==> src/rtl/sal_tlp_tx.sv <==
// rtl/sal_tlp_tx.sv - CH0 packet transmit engine: 3-DW header plus optional payload on a valid/ready stream
module sal_tlp_tx #(
    parameter int DATA_W = 32,
    parameter int TAG_W  = 8
) (
    input  logic              clk,
    input  logic              rst_n,
    input  logic [2:0]        header_fmt_i,
    input  logic [4:0]        header_type_i,
    input  logic [2:0]        header_tc_i,
    input  logic [8:0]        header_length_i,
    input  logic [15:0]       header_requestID_i,
    input  logic [15:0]       header_completID_i,
    input  logic              ch0_start_i,
    input  logic              pld_valid_i,
    input  logic [DATA_W-1:0] pld_data_i,
    output logic              pld_ready_o,
    output logic              tx_valid_o,
    output logic [DATA_W-1:0] tx_data_o,
    output logic              tx_sop_o,
    output logic              tx_eop_o,
    input  logic              tx_ready_i,
    output logic              busy_o,
    output logic              done_o
);

    localparam logic [2:0] ST_IDLE = 3'd0;
    localparam logic [2:0] ST_HDR0 = 3'd1;
    localparam logic [2:0] ST_HDR1 = 3'd2;
    localparam logic [2:0] ST_HDR2 = 3'd3;
    localparam logic [2:0] ST_DATA = 3'd4;

    logic [2:0]       state;
    logic [2:0]       fmt_q;
    logic [4:0]       type_q;
    logic [2:0]       tc_q;
    logic [8:0]       len_q;
    logic [15:0]      req_q;
    logic [15:0]      cpl_q;
    logic [TAG_W-1:0] tag_cnt;
    logic [TAG_W-1:0] tag_q;
    logic [9:0]       beat_cnt;
    logic             done_q;
    logic [7:0]       tag_field;
    logic             tx_hs;

    assign tag_field = 8'(tag_q);
    assign tx_hs     = tx_valid_o & tx_ready_i;
    assign busy_o    = (state != ST_IDLE);
    assign done_o    = done_q;

    // Header beats come from latched fields; the payload phase is a pure pass-through.
    always_comb begin
        tx_valid_o  = 1'b0;
        tx_data_o   = '0;
        tx_sop_o    = 1'b0;
        tx_eop_o    = 1'b0;
        pld_ready_o = 1'b0;
        case (state)
            ST_HDR0: begin
                tx_valid_o = 1'b1;
                tx_data_o  = {fmt_q, type_q, 1'b0, tc_q, 11'b0, len_q};
                tx_sop_o   = 1'b1;
            end
            ST_HDR1: begin
                tx_valid_o = 1'b1;
                tx_data_o  = {req_q, tag_field, 8'hFF};
            end
            ST_HDR2: begin
                tx_valid_o = 1'b1;
                tx_data_o  = {cpl_q, 16'h0000};
                tx_eop_o   = ~fmt_q[1];
            end
            ST_DATA: begin
                tx_valid_o  = pld_valid_i;
                tx_data_o   = pld_valid_i ? pld_data_i : '0;
                tx_eop_o    = pld_valid_i & (beat_cnt == 10'd1);
                pld_ready_o = tx_ready_i;
            end
            default: ;
        endcase
    end

    always_ff @(posedge clk) begin
        if (!rst_n) begin
            state    <= ST_IDLE;
            fmt_q    <= '0;
            type_q   <= '0;
            tc_q     <= '0;
            len_q    <= '0;
            req_q    <= '0;
            cpl_q    <= '0;
            tag_cnt  <= '0;
            tag_q    <= '0;
            beat_cnt <= '0;
            done_q   <= 1'b0;
        end else begin
            done_q <= tx_hs & tx_eop_o;
            case (state)
                ST_IDLE: begin
                    if (ch0_start_i) begin
                        fmt_q   <= header_fmt_i;
                        type_q  <= header_type_i;
                        tc_q    <= header_tc_i;
                        len_q   <= header_length_i;
                        req_q   <= header_requestID_i;
                        cpl_q   <= header_completID_i;
                        tag_q   <= tag_cnt;
                        tag_cnt <= tag_cnt + 1'b1;
                        state   <= ST_HDR0;
                    end
                end
                ST_HDR0: if (tx_ready_i) state <= ST_HDR1;
                ST_HDR1: if (tx_ready_i) state <= ST_HDR2;
                ST_HDR2: begin
                    if (tx_ready_i) begin
                        if (fmt_q[1]) begin
                            // A zero length field encodes the maximum of 512 DWs.
                            beat_cnt <= (len_q == 9'd0) ? 10'd512 : {1'b0, len_q};
                            state    <= ST_DATA;
                        end else begin
                            state <= ST_IDLE;
                        end
                    end
                end
                ST_DATA: begin
                    if (tx_hs) begin
                        beat_cnt <= beat_cnt - 10'd1;
                        if (beat_cnt == 10'd1) state <= ST_IDLE;
                    end
                end
                default: state <= ST_IDLE;
            endcase
        end
    end

endmodule

==> config.mk <==
export PLATFORM = sky130hd
export DESIGN_NAME = sal_tlp_tx
export DESIGN_NICKNAME = d
export VERILOG_FILES = /design/src/rtl/sal_tlp_tx.sv
export SDC_FILE = /design/constraint.sdc
export NUM_CORES = 1
export LEC_CHECK = 0
export CORE_ASPECT_RATIO = 1.4
export CORE_MARGIN = 5
export CORE_UTILIZATION = 30
export CTS_BUF_LIST = sky130_fd_sc_hd__clkbuf_2
export DETAILED_ROUTE_END_ITERATION = 16
export PLACE_DENSITY = 0.68
export SKIP_LAST_GASP = 1
export SYNTH_ARGS = -nofsm -noshare
export SYNTH_HDL_FRONTEND = slang
export SYNTH_SLANG_ARGS = --single-unit
==> constraint.sdc <==
create_clock -name clk -period 2.19 [get_ports clk]
set_input_delay 0.657 -clock clk [delete_from_list [all_inputs] [get_ports clk]]
set_output_delay 0.657 -clock clk [all_outputs]
set_load 0.01 [all_outputs]
Yosys cells after proc, flatten, opt, wreduce, memory -nomap -nowiden. Cells that the tools add are included.

Memory bits (read-only): 0. Output and inout port bits: 38. Bits in writable memories: 0. Register bits after elaboration: 82. Latch bits: 0. Memories kept: 0.

$lt $le $gt $ge: 0. Multiply operators: 0. Equal/unequal tests: 12. Bitwise operators: 4. Muxes and demuxes: 19. Reductions and logical operators: 8. Add/subtract/negate cells: 2. Shifts and indexed selects: 0. Divide/modulo/power cells: 0.

Operator list (count): 32-bit case mux with 4 select lines (1); 10-bit two-way mux (4); 32-bit two-way mux (1); 3-bit two-way mux (7); 10-bit case mux with 2 select lines (1); 3-bit case mux with 5 select lines (1); 2-bit inequality test, second input constant (7); 10-bit by 1-bit equality test with 1-bit output, second input constant (1); 10-bit by 1-bit subtractor with 10-bit output, second input constant (1); 9-bit zero test (1); 8-bit by 1-bit adder with 8-bit output, second input constant (1); 3-bit by 2-bit equality test with 1-bit output, second input constant (2); 6-bit AND reduction (1); 1-bit case mux with 2 select lines (2); 4-bit AND reduction (1); 1-bit bitwise AND (3); 3-bit by 1-bit equality test with 1-bit output, second input constant (1); 3-bit equality test, second input constant (1); 3-bit zero test (1); 3-bit nonzero test (1); 3-bit OR reduction (1); 1-bit two-way mux (2); 2-bit AND reduction (1); 2-bit nonzero test (1); 1-bit NOT (1).

Logic depth before layout (Yosys ltp). Gate-level depths: netlist of the first run.

Depth after elaboration: 6. Gate-level depth with buffers: 7.

Worst setup path before layout of the first run. Ideal clock, no wire load.

Kind: input to output. From: input pld_valid_i. To: output tx_data_o[16]. Buffers on the path: 2. Setup slack: -0.068 ns. Cell stages on the path: 5. Data arrival time: 1.601 ns. Cell sequence: nor4bb_1 > buf_2 > clkbuf_1 > a222oi_1 > inv_1.

Cells in the longest elaborated chain, start to end: 2.

RTL lines: start, declared (line 15) `input logic pld_valid_i,`; 32-bit two-way mux (line 76) `tx_data_o = pld_valid_i ? pld_data_i : '0;`; 32-bit case mux with 4 select lines (line 59) `case (state)`; end, declared (line 19) `output logic [DATA_W-1:0] tx_data_o,`.

Every way passes these cells.

Worst setup path in the final report of the first run.
From: register state[0]. To: output tx_data_o[16].

Cells in the longest elaborated chain, start to end: 2. Elaborated cells on any way between the ends: 5. Classes of those cells: 4 x eq/ne; 1 x mux.

RTL lines: start, declared (line 33) `logic [2:0] state;`; start signal, assigned (line 86) `state <= ST_IDLE;`; start signal, assigned (line 110) `state <= ST_HDR0;`; start signal, assigned (line 113) `ST_HDR0: if (tx_ready_i) state <= ST_HDR1;`; 3-bit equality test, or another cell as far along (line 59); 32-bit case mux with 4 select lines * (line 59).

Mark *: on every way between the ends. The rest lies on a longest branch, timed or not.

==> summary.md, run 1 <==
| Metric | Value |
|---|---|
| Global-route wire length before repair | ~22 mm |
| Maximum number of pins on one net before global-route repair | 39 |
| Count of maximum capacitance violations | 0 |
| Die X | 107 µm |
| Routability congestion estimate | 0.859 |
| P per Cell Area | 522 nW/µm² |
| Power, Total | between 3 and 4 mW |
| Area of the die | between 15,000 and 20,000 µm² |
| Non-filler cells, final | 844 |
| TritonCTS clock tree | done |
| Crit Path Class | flop to primary output |
| Worst-case setup margin in the final layout | -0.561 ns |
| Via/cell ratio | about 5.2 |
| Mapped cell area | ~4000 µm² |
| Detailed Route WL | 14.1 mm |
| YS warnings | 0 |
| Layout cell share with drive strength beyond 1 | between 20 and 25% |
| Antenna violations before repair | 2 |
| Leakage component of the power | 2.45 nW |
| Post-synthesis instance total | just over 500 |
| Worst-case headroom to the max-slew limit | 61.5% |
| Endpoint class of the critical path | primary output |
| Net count reported at finish | 776 |
| Outcome | finished, violations left |
| Core Rows | 49 |
| Total via count in the routed design | around 4.4k |
| Crit start category | flop |
| Final setup violating endpoints | 37 |
| DRC viols | 0 |
| Clock tree skew after final layout | about 0.037 ns |
| Area of placed instances | 5710 µm² |
| Clock latency on the worst-skew pair | 0.56 ns |
| Summed area of non-filler cells in the final layout | between 6000 and 7000 µm² |
| Classification of the worst-slack hold path | flop to flop |
| Top cells by area, synth | sky130_fd_sc_hd__dfxtp_1 41%, sky130_fd_sc_hd__nand2_1 14%, sky130_fd_sc_hd__a21oi_1 9.3%, sky130_fd_sc_hd__o21ai_0 3.3%, sky130_fd_sc_hd__nor2_1 2.2% |
| Inst Count DP | 802 |
| Detailed router's first-iteration violation count | 309 |
| Vias in the first global route | 4,492 |
| Area share of the largest cell type after synthesis | 41.4% |
| RSZ-0062 raised after global routing | yes |
| IO buf count | 126 |
| Worst slack, placed | -1.02 ns |
| Async SR Flop Fraction | 0% |
| Count of pins over their slew limit | 0 |
| Wire length per cell after detailed routing | 16.7 µm |
| CTS clk-pin slew, worst paths | 0.24 ns |
| Top achievable clock speed | 364 MHz |
| Sequential share of the synthesized area | between 40% and 50% |
| Critical path data arrival time | 2.09 ns |
| Area growth from synthesis to layout | 55.8% |
| Height of the die | 146 µm |
| Tightest Pin Transition | roughly 0.57 ns |
| Core Region | 12,900 µm² |
| Gr ovfl total | 0 |
| Gr usage total | 17.7% |
| Mean instance size in the synthesized netlist | roughly 7.7 µm² |
| Maximum buffer depth of the clock tree | 2 |
| Failing checks | negative setup slack |
| Placed wire-length estimate after detailed placement | roughly 9.7 mm |
| Post-CTS Hold Fix Bufs | 0 |
| Number of nets still failing antenna checks after routing | 0 |
| TritonCTS buffer count | 9 |
| Most used flip-flop cell after synthesis | sky130_fd_sc_hd__dfxtp_1 |
| Top-level I/O count | 127 |
| Count of flip-flops with a built-in enable after synthesis | 0 |
| Tmin final | 2.75 ns |
| Number of levels in the clock H-tree | 3 |
| Post-synthesis sequential element count | 82 |
| Count of distinct cell types in the synthesized netlist | 56 |
| Initial DRT Pass Iterations | 5 |
| Hold Violations, Final | 0 |
| Final cycle utilization of the critical path | 126% |
| Required time at the worst-slack endpoint | 1.53 ns |
| Peak supply drop | 0.270 mV |
| Cell type with the largest total area after synthesis | sky130_fd_sc_hd__dfxtp_1 |
| Worst-path fanout max | 5 |
| Net Count, Synth | 607 |
| Summed negative setup slack over all endpoints | -17.58 ns |
| CTS root buf | sky130_fd_sc_hd__clkbuf_2 |
| Total number of clock tree sinks | a little over 80 |
| Effective utilization at floorplan | a little under a third |
## cells in the mapped netlist (3+ instances only)
cell and number:
sky130_fd_sc_hd__inv_1 11, sky130_fd_sc_hd__nand4_1 3, sky130_fd_sc_hd__buf_6 3, sky130_fd_sc_hd__nor4b_1 3
sky130_fd_sc_hd__a222oi_1 6, sky130_fd_sc_hd__clkbuf_1 22, sky130_fd_sc_hd__a22o_1 7, sky130_fd_sc_hd__a22oi_1 4
sky130_fd_sc_hd__xor2_1 3, sky130_fd_sc_hd__xnor2_1 4, sky130_fd_sc_hd__nor4_1 3, sky130_fd_sc_hd__dfxtp_1 82
sky130_fd_sc_hd__buf_2 15, sky130_fd_sc_hd__nand3_1 5, sky130_fd_sc_hd__a21oi_1 74, sky130_fd_sc_hd__mux2i_1 8
sky130_fd_sc_hd__a221o_1 8, sky130_fd_sc_hd__ha_1 3, sky130_fd_sc_hd__nor2_1 23, sky130_fd_sc_hd__nand2_1 144
sky130_fd_sc_hd__a31oi_1 10, sky130_fd_sc_hd__nor3_1 3, sky130_fd_sc_hd__o21ai_0 26, sky130_fd_sc_hd__o211ai_1 3
sky130_fd_sc_hd__mux2_2 5
## timing repair
action,in CTS,in global routing
cloned,7,0
setup endpoints to repair,37,38
pin swaps,14,14
setup buffers,15,9
gates resized for setup,200,38
## worst paths after layout
kind,startpoint,endpoint,slack [ns],cells after the start
worst min register to register,req_q[15],req_q[15],0.47,2
worst min-delay path,req_q[15],req_q[15],0.47,2
worst max-delay path,state[0],tx_data_o[16],-0.56,8
worst max register to register,state[0],beat_cnt[7],0.03,10
## routing by layer
metal / track usage, % / part of all wire [%] / vias up
met5: 0 / 0 / -
met4: 7.42 / 3.4 / 0
met3: 3.91 / 6.1 / 41
met2: 31.7 / 52 / 163
met1: 20.0 / 39 / 2081
li1: - / - / 2139
## critical path: stages, from the launching register on
cell	delay, ns
sky130_fd_sc_hd__dfxtp_2	0.39
sky130_fd_sc_hd__buf_6	0.12
sky130_fd_sc_hd__nor4bb_4	0.34
sky130_fd_sc_hd__buf_6	0.17
sky130_fd_sc_hd__buf_12	0.10
sky130_fd_sc_hd__buf_8	0.11
sky130_fd_sc_hd__a222oi_1	0.09
sky130_fd_sc_hd__inv_1	0.07
sky130_fd_sc_hd__buf_2	0.14
## cell usage in the layout (no fill, tap or decap), types with 3 or more instances in the layout
cell type	count
sky130_fd_sc_hd__nand4_1	3
sky130_fd_sc_hd__a221o_1	8
sky130_fd_sc_hd__a22oi_1	3
sky130_fd_sc_hd__xnor2_1	4
sky130_fd_sc_hd__mux2_2	5
sky130_fd_sc_hd__a22o_1	7
sky130_fd_sc_hd__nor4_1	3
sky130_fd_sc_hd__nand2_2	5
sky130_fd_sc_hd__ha_1	3
sky130_fd_sc_hd__buf_12	14
sky130_fd_sc_hd__nor3_2	3
sky130_fd_sc_hd__inv_1	10
sky130_fd_sc_hd__clkbuf_2	11
sky130_fd_sc_hd__o211ai_1	3
sky130_fd_sc_hd__mux2i_1	5
sky130_fd_sc_hd__nand3_1	5
sky130_fd_sc_hd__o21ai_0	13
sky130_fd_sc_hd__clkdlybuf4s50_1	88
sky130_fd_sc_hd__buf_16	3
sky130_fd_sc_hd__xor2_1	3
sky130_fd_sc_hd__o21ai_2	4
sky130_fd_sc_hd__buf_2	32
sky130_fd_sc_hd__nor2_1	22
sky130_fd_sc_hd__a21oi_1	74
sky130_fd_sc_hd__dfxtp_1	80
sky130_fd_sc_hd__nand2_1	137
sky130_fd_sc_hd__a31oi_1	7
sky130_fd_sc_hd__buf_4	47
sky130_fd_sc_hd__buf_6	13
sky130_fd_sc_hd__o21ai_1	10
sky130_fd_sc_hd__a222oi_1	6
## per-stage QoR
stage,utilization (%),hold WS (ns)
floorplan,-,0.433
global placement,44.4,0.439
detailed placement,44.4,0.448
CTS,47.1,0.472
global route,47.9,0.497
finish,47.9,0.471
## power by group
group          leakage, nW  switching (mW)  total [mW]  internal [mW]
sequential           0.670          0.0580        1.63           1.57
combinational         1.71           0.364       0.796          0.432
clock               0.0696           0.530       0.798          0.269
total                 2.45           0.951        3.23           2.27
## kinds of logic after synthesis
| group | Yosys count | synth area share, % |
|---|---|---|
| AOI/OAI and AO/OA | 150 | 23.2 |
| and+or+nand+nor | 206 | 23.2 |
| adders and majority gates | 3 | 0.948 |
| buffers and inverters | 54 | 6.25 |
| DFF | 82 | 41.4 |
| muxes | 13 | 3.44 |
| xor gates and xnor gates | 7 | 1.55 |
## layout make-up
class / instances / area, µm²
inverters: 12 / 45.0
multi-input cells: 379 / 2230
well taps: 153 / 191
repair buffers: 200 / 1940
fillers: 1246 / 6700
diodes: 2 / 5.00
clock buffers: 11 / 55.1
flip-flops and latches: 82 / 1650
clock inverters: 5 / 55.1
## sequential cells by signal (all words and copies together) (netlist names)
| register | cells |
|---|---|
| tag_cnt | 8 |
| state | 3 |
| req_q | 16 |
| len_q | 9 |
| cpl_q | 16 |
| type_q | 5 |
| fmt_q | 3 |
| tag_field | 8 |
| beat_cnt | 10 |
| done_o | 1 |
| tc_q | 3 |
Power figures use the tool's default switching activity.
==> run 2: changes to the inputs <==
GPL_ROUTABILITY_DRIVEN = 1   (was unset)
==> results of run 2 <==
The final DEF is identical to that of run 1; final timing and power are the same.
==> run 3: changes to the inputs <==
CORE_MARGIN = 1.5   (was 5)
CTS_BUF_LIST = unset   (was sky130_fd_sc_hd__clkbuf_2)
==> run 3 against run 2 <==
The run still ends with negative setup slack left. Register-to-register slack better by 0.04 ns. Final area down 0.65%. Sequential cell count unchanged. Critical path depth fell by 1. Cell count down 1.7%. Maximum frequency increased by 14%. Worst hold slack worse by 0.019 ns. Global-route usage rose by 1.4 points. Via count fell by 4.3%. Core utilization decreased by 0.31 points. Total power grew 24%. Sequential power about the same. Largest cell class unchanged.
==> summary.md, run 3 (synthesis results as in run 1) <==
| Metric | Value |
|---|---|
| Final cycle utilization of the critical path | 111% (-15 points) |
| Hold Violations, Final | 0 (unchanged) |
| Sw Pwr | 991 µW (+4.1%) |
| Required time at the worst-slack endpoint | 1.53 ns (about the same) |
| Maximum buffer depth of the clock tree | 2 (unchanged) |
| Startpoint of the worst register-to-register path | state[0] |
| Source of the critical timing path | state[1] |
| CTS root buf | sky130_fd_sc_hd__clkbuf_16 |
| Master of the slowest instance on the critical path | sky130_fd_sc_hd__dfxtp_4 |
| Area growth from synthesis to layout | 54.8% |
| Wire length per cell after detailed routing | 16.0 µm (-4.0%) |
| Number of diodes | 0 (-2) |
| Number of levels in the clock H-tree | 3 (unchanged) |
| Worst-path fanout max | 5 (unchanged) |
| CTS clk-pin slew, worst paths | 0.06 ns (-0.18 ns) |
| Top-level I/O count | 127 (unchanged) |
| Clock latency on the worst-skew pair | 0.34 ns (-0.22 ns) |
| Placed wire-length estimate after detailed placement | 9.38 mm (-3.7%) |
| Global-route wire length before repair | 21.1 mm (-5.5%) |
| Number of buffers and inverters on the critical path | 4 (-2) |
| Cell-internal power | 3.02 mW (+33%) |
| Share of total power consumed by net switching | 24.7% (-4.8 points) |
| Net count reported at finish | 764 (-1.5%) |
| Crit Path Class | flop to primary output |
| Total number of clock tree sinks | 82 (unchanged) |
| DRC viols | 0 (unchanged) |
| IO buf count | 126 (unchanged) |
| Capturing element of the worst setup path | tx_data_o[24] |
| Number of nets still failing antenna checks after routing | 0 (unchanged) |
| Worst path most repeated cell | sky130_fd_sc_hd__buf_6 |
| Core Rows | 49 (unchanged) |
| Summed area of non-filler cells in the final layout | 6130 µm² (-0.65%) |
| Outcome | finished, violations left |
| Largest regs | cpl_q x16, req_q x16, beat_cnt x10 |
| Effective utilization at floorplan | 30.8% (unchanged) |
| Worst slack, placed | -1.01 ns (+0.00144 ns) |
| Core Region | 12,900 µm² (unchanged) |
| Worst-case setup margin in the final layout | -0.233 ns (+0.328 ns) |
| Height of the die | 139 µm (-4.8%) |
| Clock group share of total power | 41.3% (+16 points) |
| Number of cell instances on the worst register-to-register path | 7 (-3) |
| Worst r2r dst | beat_cnt[9] |
| Area of placed instances | 5660 µm² (-1.0%) |
| Gr ovfl total | 0 (unchanged) |
| Critical path data arrival time | 1.77 ns (-0.32 ns) |
| Classification of the worst-slack hold path | flop to flop |
| CP delay by family, top | buffers and inverters |
| Share of total power in combinational logic | 18.1% (-6.6 points) |
| Via/cell ratio | 5.10 (-2.7%) |
| Crit start category | flop |
| TritonCTS buffer count | 9 (unchanged) |
| Leakage component of the power | 2.40 nW (-2.0%) |
| Vias in the first global route | 4,288 (-4.5%) |
| Gr usage total | 19.1% (+1.4 points) |
| Stages on the worst setup path | 7 (-1) |
| Peak supply drop | 0.299 mV (+11%) |
| Summed negative setup slack over all endpoints | -6.68 ns (+10.90 ns) |
| Top achievable clock speed | 413 MHz (+14%) |
| RSZ-0062 raised after global routing | yes |
| Detailed router's first-iteration violation count | 198 (-36%) |
| Flop pwr share | 40.6% (-10 points) |
| Maximum number of pins on one net before global-route repair | 49 (+26%) |
| Tightest Pin Transition | 0.518 ns (-0.0513 ns) |
| Area of the die | 13,900 µm² (-11%) |
| Count of maximum capacitance violations | 0 (unchanged) |
| Critical Path Max Stage Delay | 0.35 ns (-0.04 ns) |
| Endpoint class of the critical path | primary output |
| Die X | 100 µm (-6.5%) |
| Non-filler cells, final | 830 (-1.7%) |
| Worst-case headroom to the max-slew limit | 65.0% (+3.5 points) |
| P per Cell Area | 654 nW/µm² (+25%) |
| Antenna violations before repair | 0 (-2) |
| Failing checks | negative setup slack |
| Reg2reg setup slack | 0.07 ns (+0.04 ns) |
| Count of pins over their slew limit | 0 (unchanged) |
| Total via count in the routed design | 4,232 (-4.3%) |
| Final setup violating endpoints | 34 (-8.1%) |
| Detailed Route WL | 13.3 mm (-5.6%) |
| Routability congestion estimate | 0.820 (-4.5%) |
| Clock tree skew after final layout | 0.00661 ns (-0.0303 ns) |
| TritonCTS clock tree | done |
| Most common cell after layout, fill and taps aside | sky130_fd_sc_hd__nand2_1 |
| Crit-path cells | buf_12, nor4bb_4, buf_6, buf_6, nand2_2, o21ai_1, buf_2 |
| Power, Total | 4.01 mW (+24%) |
| Layout cell share with drive strength beyond 1 | 22.9% (-1.6 points) |
| Initial DRT Pass Iterations | 5 (unchanged) |
| Top library cells by usage in the layout, fill and taps aside | 132 x sky130_fd_sc_hd__nand2_1, 88 x sky130_fd_sc_hd__clkdlybuf4s50_1, 79 x sky130_fd_sc_hd__dfxtp_1, 74 x sky130_fd_sc_hd__a21oi_1, 47 x sky130_fd_sc_hd__buf_4 |
| Tmin final | 2.42 ns (-0.328 ns) |
| Inst Count DP | 801 (-0.12%) |
==> run 3: cell count changes in the layout (fill, tap and decap cells not counted), moves of 3 or more <==
| cell | before | now |
|---|---|---|
| sky130_fd_sc_hd__clkbuf_2 | 11 | 0 |
| sky130_fd_sc_hd__buf_6 | 13 | 8 |
| sky130_fd_sc_hd__a31oi_1 | 7 | 10 |
| sky130_fd_sc_hd__clkbuf_16 | 0 | 10 |
| sky130_fd_sc_hd__mux2i_1 | 5 | 8 |
| sky130_fd_sc_hd__clkdlybuf4s15_2 | 0 | 10 |
| sky130_fd_sc_hd__nand2_1 | 137 | 132 |
| sky130_fd_sc_hd__buf_16 | 3 | 0 |
| sky130_fd_sc_hd__buf_2 | 32 | 26 |
| sky130_fd_sc_hd__nand2_2 | 5 | 12 |
| sky130_fd_sc_hd__buf_12 | 14 | 7 |
==> run 3: tightest hold or removal path: cells and delay by family (launching register included) <==
kind / cells / cell delay [ns]
compound gates: 1 / 0.05
flops: 1 / 0.31
simple gates: 1 / 0.05
==> run 3: power by group through the flow <==
stage / Clock (mW) / Combinational, mW / Sequential [mW]
finish: 1.66 / 0.726 / 1.63
detailed placement: 0 / 0.712 / 1.66
global placement: 0 / 0.699 / 1.66
CTS: 1.70 / 0.710 / 1.63
global route: 1.75 / 0.791 / 1.64
floorplan: 0 / 0.337 / 1.64
==> run 3: stage by stage <==
| step | utilization [%] | hold slack, ns |
|---|---|---|
| after floorplan | - | 0.433 |
| after global placement | 43.9 | 0.441 |
| after detailed placement | 43.9 | 0.446 |
| after CTS | 47.4 | 0.454 |
| after global routing | 47.6 | 0.477 |
| final | 47.6 | 0.452 |
==> run 3: area by class of cell <==
cell class                 count  area (µm²)
inverter                      12        45.0
clock buffer                  12         256
fill                        1237        6740
sequential                    82        1650
multi-input combinational    379        2170
timing repair buffer         188        1750
clock inverter                 4        73.8
tap                          153         191
==> run 3: worst min-delay path by stage <==
stage | from | slack [ns] | to | cells past startpoint
final | req_q[15] | 0.45 | req_q[15] | 2
after detailed placement | req_q[15] | 0.45 | req_q[15] | 2
after CTS | req_q[15] | 0.45 | req_q[15] | 2
after global routing | req_q[8] | 0.48 | req_q[8] | 2
after global placement | cpl_q[12] | 0.44 | cpl_q[12] | 2
after floorplan | cpl_q[12] | 0.43 | cpl_q[12] | 2
==> run 3: what timing repair did <==
item                                    in CTS  in global routing
cloned                                       3                  1
resized for setup                          188                 16
hold buffers                                 0                  0
endpoints found under the setup margin      38                 36
buffers inserted                             9                  4
endpoints found under the hold margin        0                  0
pin swaps                                   22                  7
==> run 3: per-layer routing <==
layer | GRT usage [%] | share of wire (%) | vias up
li1 | - | - | 2115
met1 | 22.2 | 40 | 1964
met2 | 33.7 | 52 | 129
met3 | 3.58 | 4.3 | 24
met4 | 8.45 | 3.1 | 0
met5 | 0 | 0 | -
